--- src/rtl/delta_sigma_dac.sv ---
// delta_sigma_dac: 1-bit delta-sigma DAC channel with selectable first or
// second order noise shaping.
//
// Samples arrive over a valid/ready handshake into a one-entry pending
// buffer. Each sample stays active for OSR modulator ticks. Ticks come from
// an internal clock-enable divider of CLK_DIV clocks.
//
// Ports:
//   Clk, Reset     system clock, synchronous active-high reset
//   Enable         modulator run enable (0 clears divider/counters/integrators)
//   Mode           0 = first order, 1 = second order (latched at boundary)
//   In_Data/Valid  unsigned sample offer; In_Ready = pending buffer empty
//   Out            registered bitstream for the external RC filter
//   Sample_Strobe  one-clock pulse: pending sample became active
//   Underrun       one-clock pulse: boundary reached with nothing pending
module delta_sigma_dac #(
  parameter int WIDTH   = 8,
  parameter int OSR     = 64,
  parameter int CLK_DIV = 1
) (
  input  logic             Clk,
  input  logic             Reset,
  input  logic             Enable,
  input  logic             Mode,
  input  logic [WIDTH-1:0] In_Data,
  input  logic             In_Valid,
  output logic             In_Ready,
  output logic             Out,
  output logic             Sample_Strobe,
  output logic             Underrun
);

  localparam int DW  = (CLK_DIV > 1) ? $clog2(CLK_DIV) : 1;
  localparam int OW  = $clog2(OSR);
  localparam int I1W = WIDTH + 3;
  localparam int I2W = WIDTH + 5;
  // Working width for the second-order sums: wide enough that nothing
  // wraps before saturation is applied.
  localparam int EW  = WIDTH + 7;

  localparam logic signed [EW-1:0] FBV = EW'(1) <<< WIDTH;
  localparam logic signed [EW-1:0] L1  = EW'(1) <<< (WIDTH + 1);
  localparam logic signed [EW-1:0] L2  = EW'(1) <<< (WIDTH + 3);

  logic [DW-1:0]           div_q, div_d;
  logic [OW-1:0]           osr_q, osr_d;
  logic [WIDTH-1:0]        a1_q, a1_d;
  logic signed [I1W-1:0]   i1_q, i1_d;
  logic signed [I2W-1:0]   i2_q, i2_d;
  logic [WIDTH-1:0]        x_q, x_d;
  logic                    mode_q, mode_d;
  logic [WIDTH-1:0]        pend_q, pend_d;
  logic                    pend_full_q, pend_full_d;
  logic                    in_ready_q, in_ready_d;
  logic                    out_q, out_d;
  logic                    strobe_q, strobe_d;
  logic                    underrun_q, underrun_d;

  logic                    tick, boundary, accept;
  logic [WIDTH:0]          s1;
  logic signed [EW-1:0]    fb, i1_sum, i1_sat, i2_sum, i2_sat;

  assign tick     = Enable && (div_q == DW'(CLK_DIV - 1));
  assign boundary = tick && (osr_q == OW'(OSR - 1));
  assign accept   = In_Valid && in_ready_q;

  // Modulator datapaths, both evaluated from the current state.
  always_comb begin
    s1     = {1'b0, a1_q} + {1'b0, x_q};
    fb     = out_q ? FBV : '0;
    i1_sum = EW'(i1_q) + EW'(x_q) - fb;
    if (i1_sum > L1)       i1_sat = L1;
    else if (i1_sum < -L1) i1_sat = -L1;
    else                   i1_sat = i1_sum;
    // Second integrator consumes the already-saturated first integrator.
    i2_sum = EW'(i2_q) + i1_sat - fb;
    if (i2_sum > L2)       i2_sat = L2;
    else if (i2_sum < -L2) i2_sat = -L2;
    else                   i2_sat = i2_sum;
  end

  always_comb begin
    div_d       = div_q;
    osr_d       = osr_q;
    a1_d        = a1_q;
    i1_d        = i1_q;
    i2_d        = i2_q;
    x_d         = x_q;
    mode_d      = mode_q;
    pend_d      = pend_q;
    pend_full_d = pend_full_q;
    out_d       = out_q;
    strobe_d    = 1'b0;
    underrun_d  = 1'b0;

    if (!Enable) begin
      div_d = '0;
      osr_d = '0;
      a1_d  = '0;
      i1_d  = '0;
      i2_d  = '0;
      out_d = 1'b0;
    end else begin
      div_d = tick ? '0 : div_q + 1'b1;
      if (tick) begin
        osr_d = boundary ? '0 : osr_q + 1'b1;
        // The boundary tick still modulates the outgoing sample.
        if (mode_q) begin
          i1_d  = I1W'(i1_sat);
          i2_d  = I2W'(i2_sat);
          out_d = !i2_sat[EW-1] && (i2_sat != '0);
        end else begin
          a1_d  = s1[WIDTH-1:0];
          out_d = s1[WIDTH];
        end
      end
    end

    if (boundary) begin
      if (pend_full_q) begin
        x_d         = pend_q;
        mode_d      = Mode;
        pend_full_d = 1'b0;
        strobe_d    = 1'b1;
        // Integrator state is meaningless across a change of loop order.
        if (Mode != mode_q) begin
          a1_d = '0;
          i1_d = '0;
          i2_d = '0;
        end
      end else begin
        underrun_d = 1'b1;
      end
    end

    // Accept only happens with the buffer empty, so it never collides with
    // the boundary pop; an accept on an empty boundary just fills pending.
    if (accept) begin
      pend_d      = In_Data;
      pend_full_d = 1'b1;
    end

    in_ready_d = !pend_full_d;
  end

  always_ff @(posedge Clk) begin
    if (Reset) begin
      div_q       <= '0;
      osr_q       <= '0;
      a1_q        <= '0;
      i1_q        <= '0;
      i2_q        <= '0;
      x_q         <= '0;
      mode_q      <= 1'b0;
      pend_q      <= '0;
      pend_full_q <= 1'b0;
      in_ready_q  <= 1'b1;
      out_q       <= 1'b0;
      strobe_q    <= 1'b0;
      underrun_q  <= 1'b0;
    end else begin
      div_q       <= div_d;
      osr_q       <= osr_d;
      a1_q        <= a1_d;
      i1_q        <= i1_d;
      i2_q        <= i2_d;
      x_q         <= x_d;
      mode_q      <= mode_d;
      pend_q      <= pend_d;
      pend_full_q <= pend_full_d;
      in_ready_q  <= in_ready_d;
      out_q       <= out_d;
      strobe_q    <= strobe_d;
      underrun_q  <= underrun_d;
    end
  end

  assign In_Ready      = in_ready_q;
  assign Out           = out_q;
  assign Sample_Strobe = strobe_q;
  assign Underrun      = underrun_q;

endmodule

--- config.mk ---
export PLATFORM = sky130hd
export DESIGN_NAME = delta_sigma_dac
export DESIGN_NICKNAME = d
export VERILOG_FILES = /design/src/rtl/delta_sigma_dac.sv
export SDC_FILE = /design/constraint.sdc
export NUM_CORES = 1
export LEC_CHECK = 0
export CORE_AREA = 2 2 125 127
export DETAILED_ROUTE_END_ITERATION = 12
export DIE_AREA = 0 0 127 129
export PLACE_DENSITY_LB_ADDON = 0.25
export SETUP_SLACK_MARGIN = 0.5
export SLEW_MARGIN = 5
export SYNTH_ARGS = -nofsm -noshare
export SYNTH_HDL_FRONTEND = slang
export SYNTH_SLANG_ARGS = --single-unit
--- constraint.sdc ---
create_clock -name Clk -period 18.4 [get_ports Clk]
set_input_delay 3.68 -clock Clk [delete_from_list [all_inputs] [get_ports Clk]]
set_output_delay 3.68 -clock Clk [all_outputs]
set_load 0.01 [all_outputs]
### After elaboration in Yosys (flattened, before gate mapping)

Cells that the tools add are included.

* output and inout port bits: 4
* register bits after elaboration: 61
* memory bits (writable): 0
* latch bits: 0
* bits in read-only memories: 0
* memories: 0

* order comparisons: 4
* $mul: 0
* shift operators: 0
* bitwise operators: 3
* div/mod/pow operators: 0
* add/subtract/negate cells: 7
* reduce and logical (&&, ||, !) cells: 11
* equality and inequality tests: 2
* mux-type cells: 29

Operators by type and width (count)
* 13-bit 2-to-1 mux: 6
* 11-bit 2-to-1 mux: 6
* 15-bit 2-to-1 mux: 4
* 8-bit 2-to-1 mux: 6
* 13-bit by 15-bit adder with 15-bit output: 1
* 15-bit by 13-bit greater-than comparator with 1-bit output, second input constant: 1
* 15-bit by 12-bit < comparator with 1-bit output, second input constant: 1
* 15-bit nonzero test: 1
* 15-bit by 10-bit subtractor with 15-bit output: 1
* 13-bit by 11-bit greater-than comparator with 1-bit output, second input constant: 1
* 13-bit by 10-bit < comparator with 1-bit output, second input constant: 1
* 12-bit by 10-bit subtractor with 13-bit output: 1
* 11-bit by 9-bit adder with 12-bit output: 1
* 8-bit by 8-bit adder with 9-bit output: 1
* 9-bit 2-to-1 mux: 1
* 6-bit by 1-bit adder with 6-bit output, second input constant: 1
* 6-bit equality test, second input constant: 1
* 6-bit 2-to-1 mux: 1
* 1-bit 2-to-1 mux: 5
* 1-bit logical AND: 4
* 2-bit OR reduction: 2
* 1-bit NOT: 3
* 3-bit OR reduction: 1
* 1-bit zero test: 2
* other kinds (3): 3

### Depth between registers and ports, before layout

* depth in word-level cells: 16
* depth in mapped cells: 27
* depth with buffers taken out: 25

### Worst setup path before layout

OpenSTA, ideal clock, no wires.

* path kind: reg-to-reg
* from: register out_q, in the netlist Out
* to: register i2_q[5]
* buffers on the path: 1
* data required time: 18.339 ns
* slack: 12.400 ns
* arrival: 5.939 ns
* stages on the path, launching flop included: 25
* cell sequence: dfxtp_1 inv_1 ha_1 ha_1 clkbuf_1 a21oi_1 nor2b_1 o41a_1 or4b_1 nand4_1 a22o_2 nand2_1 ha_1 inv_1 ha_1 a21o_1 o21bai_4 o2111a_1 o41a_1 xor2_1 nand3_1 ha_1 or3_1 a21oi_4 a32o_1

* cells in the longest elaborated chain, start to end: 16

Ends and longest elaborated chain
* start, declared: RTL line 55 `logic out_q, out_d;`
* start signal, assigned: RTL line 172 `out_q <= out_d;`
* 9-bit 2-to-1 mux *: RTL line 70 `fb = out_q ? FBV : '0;`
* 12-bit by 10-bit subtractor with 13-bit output: RTL line 71 `i1_sum = EW'(i1_q) + EW'(x_q) - fb;`
* 13-bit by 10-bit < comparator with 1-bit output: RTL line 73 `else if (i1_sum < -L1) i1_sat = -L1;`
* 15-bit 2-to-1 mux: RTL line 73
* 15-bit 2-to-1 mux: RTL line 72 `if (i1_sum > L1) i1_sat = L1;`
* 13-bit by 15-bit adder with 15-bit output: RTL line 76 `i2_sum = EW'(i2_q) + i1_sat - fb;`
* 15-bit by 10-bit subtractor with 15-bit output *: RTL line 76
* 15-bit by 12-bit < comparator with 1-bit output: RTL line 78 `else if (i2_sum < -L2) i2_sat = -L2;`
* 15-bit 2-to-1 mux: RTL line 78
* 15-bit 2-to-1 mux *: RTL line 77 `if (i2_sum > L2) i2_sat = L2;`
* 13-bit 2-to-1 mux *: RTL line 108 `if (mode_q) begin`
* 13-bit 2-to-1 mux *: RTL line 105 `if (tick) begin`
* 13-bit 2-to-1 mux *: RTL line 96 `if (!Enable) begin`
* 13-bit 2-to-1 mux: RTL line 126 `if (Mode != mode_q) begin`
* 13-bit 2-to-1 mux: RTL line 120 `if (pend_full_q) begin`
* 13-bit 2-to-1 mux *: RTL line 119 `if (boundary) begin`
* end signal, assigned: RTL line 166 `i2_q <= i2_d;`
* end, declared: RTL line 49 `logic signed [I2W-1:0] i2_q, i2_d;`

Mark *: on every way between the ends. The rest lies on a longest branch, timed or not.
A chain may end at the register's enable or synchronous reset.

### Worst setup path after layout

* from: register out_q, in the netlist Out
* to: register i2_q[3]

The elaborated chain is that of the path after synthesis.

==> results.ini <==
[sta]
fin_crit_sh_pct = 38.2
fmax_mhz = 142
tightestPinTransition_ns = 1.01
relSlewSlack_pct = 32.5
period_minus_slack_ns = 7.03
rsz0062_at_grt = no
finalSetupTns_ns = 0
hold_ws_ns = 0.455
slew_violations = 0
setup_violations = 0
skew_ns = 0.00866
hold_viol_final = 0

[floorplan]
core_area_sq_mm = 0.0150
chipWidth_microns = 127
core.rowCount = 45
ioPinCount = 17
dieHeight_microns = 129
initial_utilization_pct = 29.8
dieArea_sq_mm = 0.0164

[global_routing]
grt_pass1_vias = 3685
grt_pass1_wl_microns = 17300
grt_overflow = 0
grt_usage_pct = 13.0
antenna_found_initial = 0
grt_max_degree = 22

[final_layout]
register_area_sq_mm = 0.00122
area_growth_pct = 14.1
final_cell_mix = inv_1 (70), nand2_1 (67), dfxtp_1 (61), ha_1 (53), a21oi_1 (48)
drive_gt1_share_pct = 4.46
final_nets = 647
antenna_cells = 0
nFillCells = 1581
postLayoutCoreUtil_pct = 34.0
layout_commonest_cell = inv_1
multiInputGateArea_sq_mm = 0.00288

[clock_tree]
clk_pin_slew_ns = 0.05
htreeDepth = 3
cts_sinks = 61
clock-root-buffer = clkbuf_16
ctsHoldBuffers = 0
cts_tree = done
cts_buffers = 9
post_cts_resized = 0
postCtsSetupBuffers = 0
clk_latency_ns = 0.33
cts_buffer_depth = 2

[setup_path]
r2r_end = i2_q[3]$_SDFF_PP0_
start_kind = register
crit_path_end_kind = register
worstPathRequired_ns = 18.67
path_class = reg2reg
reg2reg_from = Out$_SDFFE_PP0P_
cp.arrival_ns = 7.30
r2r_cells = 23
worstPathMaxFanout = 14
reg2reg_setup_slack_ns = 11.37

[routing]
postRouteWirelength_microns = 10300
vias = 3914
drc_errors = 0
ant_nets = 0
routed_via_density = 5.08
drt_pre_antenna_iters = 5
drt_iter0_markers = 150
wl_per_cell_microns = 13.3

[flow_run]
maxCapViolCount = 0

[hold_path]
min_path_cells = 2
hold_path.class = reg2reg
worstHoldEndpoint = pend_q[5]$_SDFFE_PP0P_
hold_start = pend_q[5]$_SDFFE_PP0P_

[logic_synthesis]
post_synth_num_cell_types = 56
synth_edf_count = 0
syn_inst = 572
syn-mean-instance-area_sq_um = 7.79
async_flop_share_pct = 0
ys_ff_latch = 61
synth_area_sq_mm = 0.00446
synth.yosys.seq_area_share_pct = 27.4
yosysWarnings = 0
ys.flop_type = dfxtp_1
syn-num-nets = 640

[pwr]
cellLeakagePower_nw = 2.09
vdd_drop_max_v = 0.0000475
total_power_mw = 0.325
powerDensity_mw_per_mm2 = 63.9

[outcome]
outcome = finished, final reports clean

[placement]
port_buffers = 16
place_congestion = 0.845
dp_hpwl_microns = 8050

[critical path: stages, from the launching register on]
cell and delay [ns]:
dfxtp_1 0.41, inv_1 0.08, ha_1 0.31, ha_1 0.39, a21oi_1 0.35, nor2b_1 0.13, o41a_1 0.40, o21a_1 0.19
nor2_1 0.75, a22o_2 0.38, nand2_1 0.09, ha_1 0.29, inv_1 0.04, ha_1 0.34, a21o_1 0.21, o21bai_4 0.20
o2111a_1 0.30, o41a_1 0.37, xor2_1 0.32, nand3_1 0.13, ha_1 0.34, or3_1 0.46, a21oi_4 0.28, a32o_1 0.21
[worst max path at each step]
stage / startpoint / end / slack [ns] / cells after the start
5_1_grt: Out$_SDFFE_PP0P_ / i2_q[7]$_SDFF_PP0_ / 10.94 / 23
2_1_floorplan: Out$_SDFFE_PP0P_ / i2_q[5]$_SDFF_PP0_ / 12.40 / 24
3_5_place_dp: Out$_SDFFE_PP0P_ / i2_q[3]$_SDFF_PP0_ / 11.44 / 23
6_report: Out$_SDFFE_PP0P_ / i2_q[3]$_SDFF_PP0_ / 11.37 / 23
3_3_place_gp: Out$_SDFFE_PP0P_ / i2_q[5]$_SDFF_PP0_ / 11.65 / 23
4_1_cts: Out$_SDFFE_PP0P_ / i2_q[3]$_SDFF_PP0_ / 11.41 / 23
[report_power, final]
group,switching (mW),total [mW],internal [mW]
sequential,0.00191,0.136,0.134
clock,0.0580,0.179,0.121
combinational,0.00556,0.0102,0.00460
[layout make-up]
cell class	count	area share (%)
Clock buffer	11	4.77
Sequential cell	61	24.0
Tap cell	188	4.62
Inverter	70	5.16
Timing Repair Buffer	18	3.44
Clock inverter	4	1.43
Multi-Input combinational cell	419	56.6
[cells in the mapped netlist (3+ instances only)]
library cell	instances	area share, %
nor3_1	10	1.1
nor2b_1	9	1.3
o21bai_1	5	0.84
o21ai_1	5	0.56
dfxtp_1	61	27
or3_1	6	0.84
inv_1	70	5.9
a32oi_1	7	1.4
nand2b_1	13	1.8
nand3_1	35	3.9
o21ai_0	8	0.90
a211oi_1	5	0.84
nor3b_1	3	0.51
a32o_1	9	2.0
o21a_1	3	0.51
xor2_1	10	2.0
a21o_1	11	1.9
nand2_1	67	5.6
nor2_1	34	2.9
clkbuf_1	18	1.5
a21oi_1	48	5.4
xnor2_1	15	2.9
and2_1	11	1.5
ha_1	53	15
o41a_1	3	0.76
o211ai_1	7	1.2
nand4_1	6	0.84
[routing by layer]
layer / vias to the layer above / track usage (%) / part of all wire, %
met4: 0 / 5.43 / 2.2
met2: 89 / 21.4 / 46
met1: 1804 / 16.8 / 48
met5: - / 0 / 0
li1: 2004 / - / -
met3: 17 / 2.37 / 3.8
[state kept, by name, indices dropped and copies added (netlist names)]
| name | count |
|---|---|
| Out | 1 |
| pend_q | 8 |
| div_q | 1 |
| x_q | 8 |
| i1_q | 11 |
| Underrun | 1 |
| mode_q | 1 |
| pend_full_q | 1 |
| a1_q | 8 |
| osr_q | 6 |
| In_Ready | 1 |
| Sample_Strobe | 1 |
| i2_q | 13 |
[logic make-up (layout without fill, tap and decap cells)]
logic type / after synthesis / in the layout / share of synthesized area [%]
buf+inv: 92 / 103 / 8.05
xor+xnor: 25 / 25 / 4.91
mux: 2 / 2 / 0.449
simple gates: 204 / 204 / 22.1
fa+ha+maj: 55 / 55 / 15.8
other cells: 1 / 1 / 0.0841
flops: 61 / 61 / 27.4
compound gates: 132 / 132 / 21.2
[per-stage QoR]
| step | worst slack, ns | std cells | cell area [sq um] |
|---|---|---|---|
| 2_1_floorplan | 12.40 | 572 | 4460 |
| 3_3_place_gp | 11.65 | 756 | 4770 |
| 3_5_place_dp | 11.44 | 756 | 4770 |
| 4_1_cts | 11.41 | 771 | 5090 |
| 5_1_grt | 10.94 | 771 | 5090 |
| 6_report | 11.37 | 771 | 5090 |
Note: power is estimated with default switching activity, not from simulation.
